### src/rtl/quad_sum_pkg.sv
// ---------------------------------------------------------------------------
// quad_sum_pkg
//
// Definitions shared between the 4-operand adder stage and its downstream
// block accumulator.
//
//   SUM_W       : width of the adder's output sum.
//   acc_state_e : accumulator FSM states.
//   acc_width() : accumulator width needed to add `count` values of `in_w`
//                 bits without overflow.
// ---------------------------------------------------------------------------
package quad_sum_pkg;

    // Output width of the 4 x 8-bit adder stage.
    localparam int unsigned SUM_W = 10;

    typedef enum logic {
        ACCUM = 1'b0,
        HOLD  = 1'b1
    } acc_state_e;

    // The sum of `count` values, each below 2^in_w, is below count * 2^in_w.
    // So in_w + clog2(count) bits always hold it.
    function automatic int unsigned acc_width(int unsigned in_w, int unsigned count);
        return in_w + $clog2(count);
    endfunction

endpackage

### src/rtl/quad_sum_accumulator.sv
// ---------------------------------------------------------------------------
// quad_sum_accumulator
//
// Accumulates COUNT partial sums from the quad adder into one block total.
// Each total is presented on a valid/ready port and held there until the
// consumer takes it.
//
// Parameters:
//   IN_W   : width of the incoming sum (defaults to the adder output width).
//   COUNT  : sums per block, 2..256.
//   ACC_W  : accumulator/output width. It is derived from IN_W and COUNT and
//            must not be overridden.
//
// Ports:
//   clk        : clock, rising edge.
//   rst_n      : asynchronous active-low reset.
//   clear      : synchronous flush of the partial block and of any pending
//                output. A beat presented in the same cycle is dropped.
//   in_valid   : in_sum is valid.
//   in_ready   : this block can accept in_sum this cycle.
//   in_sum     : unsigned partial sum.
//   out_valid  : out_acc holds a completed block total.
//   out_ready  : consumer accepts out_acc.
//   out_acc    : unsigned block total.
//   out_avg    : block total divided by COUNT, rounded half-up. This port is
//                only present when QUAD_SUM_ACCUMULATOR_AVG_OUTPUT_EN is
//                defined; that build also requires COUNT to be a power of two.
//
// Configuration macro: QUAD_SUM_ACCUMULATOR_AVG_OUTPUT_EN
// ---------------------------------------------------------------------------
module quad_sum_accumulator
    import quad_sum_pkg::*;
#(
    parameter int unsigned IN_W  = SUM_W,
    parameter int unsigned COUNT = 4,
    parameter int unsigned ACC_W = acc_width(IN_W, COUNT)
) (
    input  logic             clk,
    input  logic             rst_n,
    input  logic             clear,
    input  logic             in_valid,
    output logic             in_ready,
    input  logic [IN_W-1:0]  in_sum,
    output logic             out_valid,
    input  logic             out_ready,
    output logic [ACC_W-1:0] out_acc
`ifdef QUAD_SUM_ACCUMULATOR_AVG_OUTPUT_EN
    ,
    output logic [IN_W-1:0]  out_avg
`endif
);

    localparam int unsigned     CNT_W    = $clog2(COUNT);
    localparam logic [CNT_W-1:0] CNT_LAST = CNT_W'(COUNT - 1);

    // -----------------------------------------------------------------------
    // Elaboration-time parameter checks
    // -----------------------------------------------------------------------
    if (COUNT < 2 || COUNT > 256) begin : g_bad_count
        $error("quad_sum_accumulator: COUNT must be in 2..256");
    end

    if (ACC_W != acc_width(IN_W, COUNT)) begin : g_bad_acc_w
        $error("quad_sum_accumulator: ACC_W is derived and must not be overridden");
    end

`ifdef QUAD_SUM_ACCUMULATOR_AVG_OUTPUT_EN
    if ((COUNT & (COUNT - 1)) != 0) begin : g_bad_pow2
        $error("quad_sum_accumulator: out_avg requires COUNT to be a power of two");
    end
`endif

    // -----------------------------------------------------------------------
    // State
    // -----------------------------------------------------------------------
    acc_state_e       state_q, state_d;
    logic [ACC_W-1:0] acc_q, acc_d;
    logic [CNT_W-1:0] cnt_q, cnt_d;
    logic [ACC_W-1:0] out_acc_q;

    logic             in_fire;
    logic             out_fire;
    logic             load_out;   // capture a finished total into the output register
    logic [ACC_W-1:0] sum_next;

    assign in_fire  = in_valid && in_ready;
    assign out_fire = out_valid && out_ready;
    assign sum_next = acc_q + ACC_W'(in_sum);

    // -----------------------------------------------------------------------
    // FSM: state register
    // -----------------------------------------------------------------------
    always_ff @(posedge clk or negedge rst_n) begin
        if (!rst_n) begin
            state_q <= ACCUM;
        end else begin
            state_q <= state_d;
        end
    end

    // -----------------------------------------------------------------------
    // FSM: next state and datapath updates
    // -----------------------------------------------------------------------
    always_comb begin
        state_d  = state_q;
        acc_d    = acc_q;
        cnt_d    = cnt_q;
        load_out = 1'b0;

        if (clear) begin
            // Beat and pending total are both dropped. out_acc keeps its
            // value because load_out stays low.
            state_d = ACCUM;
            acc_d   = '0;
            cnt_d   = '0;
        end else begin
            unique case (state_q)
                ACCUM: begin
                    if (in_fire) begin
                        if (cnt_q == CNT_LAST) begin
                            load_out = 1'b1;
                            acc_d    = '0;
                            cnt_d    = '0;
                            state_d  = HOLD;
                        end else begin
                            acc_d = sum_next;
                            cnt_d = cnt_q + CNT_W'(1);
                        end
                    end
                end
                HOLD: begin
                    // in_ready follows out_ready here, so an input beat can
                    // only arrive together with the output handshake. That
                    // beat starts the next block without a bubble.
                    if (out_fire) begin
                        state_d = ACCUM;
                        if (in_fire) begin
                            acc_d = ACC_W'(in_sum);
                            cnt_d = CNT_W'(1);
                        end
                    end
                end
            endcase
        end
    end

    // -----------------------------------------------------------------------
    // FSM: outputs
    // -----------------------------------------------------------------------
    always_comb begin
        out_valid = (state_q == HOLD);
        // rst_n gating holds in_ready low for the whole reset. It then goes
        // high as soon as reset is released, without waiting for a clock edge.
        in_ready  = rst_n && ((state_q == ACCUM) || out_ready);
    end

    // -----------------------------------------------------------------------
    // Accumulator, beat counter and output register
    // -----------------------------------------------------------------------
    always_ff @(posedge clk or negedge rst_n) begin
        if (!rst_n) begin
            acc_q     <= '0;
            cnt_q     <= '0;
            out_acc_q <= '0;
        end else begin
            acc_q <= acc_d;
            cnt_q <= cnt_d;
            if (load_out) begin
                out_acc_q <= sum_next;
            end
        end
    end

    assign out_acc = out_acc_q;

`ifdef QUAD_SUM_ACCUMULATOR_AVG_OUTPUT_EN
    // -----------------------------------------------------------------------
    // Rounded average. COUNT is a power of two, so the divide is a shift.
    // The COUNT/2 rounding bias cannot overflow ACC_W. The largest biased
    // total is COUNT*(2^IN_W-1) + COUNT/2, which is below COUNT*2^IN_W.
    // -----------------------------------------------------------------------
    localparam int unsigned LOG2_COUNT = $clog2(COUNT);

    logic [ACC_W-1:0] rounded;
    logic [IN_W-1:0]  avg_q;

    assign rounded = sum_next + ACC_W'(COUNT / 2);

    always_ff @(posedge clk or negedge rst_n) begin
        if (!rst_n) begin
            avg_q <= '0;
        end else if (load_out) begin
            avg_q <= IN_W'(rounded >> LOG2_COUNT);
        end
    end

    assign out_avg = avg_q;
`endif

endmodule

### config.mk
export PLATFORM = sky130hd
export DESIGN_NAME = quad_sum_accumulator
export DESIGN_NICKNAME = d
export VERILOG_FILES = /design/src/rtl/quad_sum_pkg.sv /design/src/rtl/quad_sum_accumulator.sv
export SDC_FILE = /design/constraint.sdc
export NUM_CORES = 1
export LEC_CHECK = 0
export BUFFER_PORTS_ARGS = -buffer_cell sky130_fd_sc_hd__buf_2
export CAP_MARGIN = 0
export CORE_ASPECT_RATIO = 1.4
export CORE_MARGIN = 5
export CORE_UTILIZATION = 49
export CTS_CLUSTER_SIZE = 20
export DETAILED_ROUTE_END_ITERATION = 6
export PLACE_DENSITY = 0.83
export SKIP_LAST_GASP = 1
export SLEW_MARGIN = 20
export SYNTH_ARGS = -nofsm -noshare
export SYNTH_HDL_FRONTEND = slang
export SYNTH_SLANG_ARGS = --single-unit
export TNS_END_PERCENT = 100
### constraint.sdc
create_clock -name clk -period 2.2 [get_ports clk]
set_clock_uncertainty 0.15 [all_clocks]
set_input_delay 0.33 -clock clk [delete_from_list [all_inputs] [get_ports clk]]
set_output_delay 0.33 -clock clk [all_outputs]
set_load 0.02 [all_outputs]
==> qor.csv <==
metric;value;unit
status;finished, final reports clean;
post-synthesis net count;186;
vias in the first global route;1405;
Longest Clk Path Bufs;2;
antenna-violating nets left;0;
register area share after synthesis;42.9;%
CP Data Required Time;2270;ps
Vias/cell;5.65;
relative slew slack;80.6;%
grt ovf;0;
Mapped Cells;159;
Nets;228;
grt peak-use layer;met2;
M2 GR Usage;32.1;%
H-tree levels;1;
Gate power share;24.1;%
Layout area overhead;22.4;%
initial antenna violation count;0;
Die H;77.1;um
final setup violation count;0;
Diodes inserted;0;
DRC errors left;0;
Flop pwr share;49.4;%
asr flop ratio synth;100;%
share of cells above drive strength 1;29.0;%
Worst setup EP type;flop;
commonest cells in the netlist;27 x dfrtp_1, 17 x o21ai_0, 16 x nand2_1;
syn_area_per_cell;9.92;um2
Pins Over Slew Limit;0;
synthesis-stage register bit count;27;
pin count of the biggest net entering global routing;28;
met1 usage in global routing;20.2;%
post-place setup slack;-118;ps
register area;676;um2
top cells by area, synth;dfrtp_1 43%, ha_1 8.7%, o21ai_0 5.4%;
Routed Wire Length;3760;um
post-DP HPWL;2800;um
port bufs;28;
multi-input logic area;880;um2
switch share;29.3;%
Slowest Stage Delay on Critical Path;380;ps
Root Driver;clkbuf_8;
Peak Freq;0.458;GHz
I/O pins;29;
Synth top area share;42.9;%
Placed Cells;233;
Worst-Margin Slew;291;ps
# clock sinks;27;
Worst-path clk slew;90;ps
Clk network pwr share;26.5;%
row cnt;24;
WS Path Type;reg2reg;
TritonCTS clock tree;done;
CP arrival;2250;ps
CTS Buf Count;3;
Core Box Area;3120;um2
GRT Total Usage;17.8;%
DR iter-0 viols;28;
ys flop type;dfrtp_1;
critical-path cell list;ha_2, inv_2, fa_2, nor2b_4, o31a_4, o32ai_4, o21a_4, or3_1, nand3_1;
die area;4470;um2
first-pass GRT wire length;6180;um
DRT Pass-1 Iters;4;
Worst VDD drop;0.592;mV
Routability Congestion;0.903;
Fill cells;288;
synthesized area;1580;um2
Sw Pwr;317;uW
Pint;764;uW
Final WS setup;16.7;ps
Hold Fails Final Rpt;0;
M3 GR Usage;2.69;%
Yosys top cell by area;dfrtp_1;
Max Cap Violations;0;
EDFF count, synth;0;
RSZ-0062 raised after global routing;true;
Tightest Hold Check Type;in2async;
wire per inst;15.7;um
Initial Utilization;50.5;%
post-route insts no fill;239;
Die X;57.9;um
CP max stage cell;fa_2;
peak fanout along the critical path;3;
P_leak;0.000984;uW
Buf/Inv on CP;1;
Clock Latency Late Sink;280;ps
pwr/cell area;560;nW/um2
vias;1350;
final hold slack;9.06;ps
Final min period;2180;ps
crit start category;flop;
Unique masters post-synth;34;
Layout Utilization;61.8;%
count leader, synth;dfrtp_1;
Top Family by Delay on Critical Path;adder cells;
yosys warns;0;
crit share post-route;99.2;%
-- tightest hold or removal path, cell delays in order --
cell and delay [ps]:
buf_2 120, buf_4 150, buf_12 190
-- sequential cells by signal (all words and copies together), names as in the netlist --
signal / flops
acc_q: 12
cnt_q: 2
out_acc: 12
out_valid: 1
-- power groups by stage --
stage / Clock (uW) / Sequential, uW / Combinational (uW)
after floorplan: 0 / 550 / 150
after global placement: 0 / 542 / 234
after detailed placement: 0 / 543 / 242
after CTS: 296 / 533 / 254
after global routing: 311 / 538 / 286
final: 286 / 534 / 261
-- placed cells by master, fill, tap and decap left out, drive strengths merged --
master,netlist,routed
fa,1,1
nor3,3,3
a22oi,6,6
ha,11,11
nand4,1,1
a21o,3,3
o31a,1,1
nor2,7,7
and2,1,1
o21ai,20,20
a211o,1,1
a211oi,3,3
a21oi,10,10
buf,0,41
or3,3,3
o32ai,1,1
dfrtp,27,27
o21a,4,4
mux2,3,3
nand2b,3,3
xor2,7,7
xnor2,2,2
inv,8,8
clkbuf,4,4
a21boi,2,2
a222oi,3,3
nand2,17,17
nand3,5,5
or2,1,1
nor2b,1,1
-- per-stage QoR --
step	cell area, um2	setup TNS, ps	power [uW]
2_1_floorplan	1580	0	700
3_3_place_gp	1830	-99.5	776
3_5_place_dp	1830	-475	785
4_1_cts	1910	-2.45	1080
5_1_grt	1930	-147	1140
6_report	1930	0	1080
-- per-layer routing --
layer	part of all wire (%)	vias to the layer above
met3	3.8	7
met1	40	649
met5	0	-
li1	-	656
met2	54	38
met4	2.0	0
-- final timing paths --
path | slack [ps] | cells past startpoint | startpoint | endpoint
max in group asynchronous | 1740 | 3 | rst_n | out_acc[1]$_DFFE_PN0P_
worst min register to register | 330 | 2 | out_acc[3]$_DFFE_PN0P_ | out_acc[3]$_DFFE_PN0P_
min in group clk | 90 | 2 | out_ready | out_valid$_DFF_PN0_
worst max register to register | 20 | 9 | acc_q[0]$_DFFE_PN0P_ | acc_q[10]$_DFFE_PN0P_
worst max-delay path | 20 | 9 | acc_q[0]$_DFFE_PN0P_ | acc_q[10]$_DFFE_PN0P_
worst min-delay path | 9 | 3 | rst_n | acc_q[6]$_DFFE_PN0P_
-- logic make-up (layout without fill, tap and decap cells) --
logic type | count (synthesis) | count (layout) | share of synthesized area, %
AO/OA/AOI/OAI | 54 | 54 | 23.9
XOR/XNOR | 9 | 9 | 5.00
adder cells (fa/ha/maj) | 12 | 12 | 10.0
buffers and inverters | 12 | 53 | 2.94
flip-flops | 27 | 27 | 42.9
multiplexers | 3 | 3 | 2.14
AND/OR/NAND/NOR | 42 | 42 | 13.2
-- timing repair --
item                                    in CTS  in global routing
hold endpoints to repair                    27                  0
hold buffers                                 1                  0
pin swaps                                    1                  3
resized for setup                            3                  6
cloned                                       0                  0
endpoints found under the setup margin       6                  9
setup buffers                                0                  1
-- final cells by class --
type | count | area share [%]
Multi-Input combinational cell | 120 | 45.6
Inverter | 8 | 1.56
Timing Repair Buffer | 41 | 13.0
Clock buffer | 4 | 2.33
Sequential cell | 27 | 35.0
Tap cell | 39 | 2.53
Power figures use the tool's default switching activity.
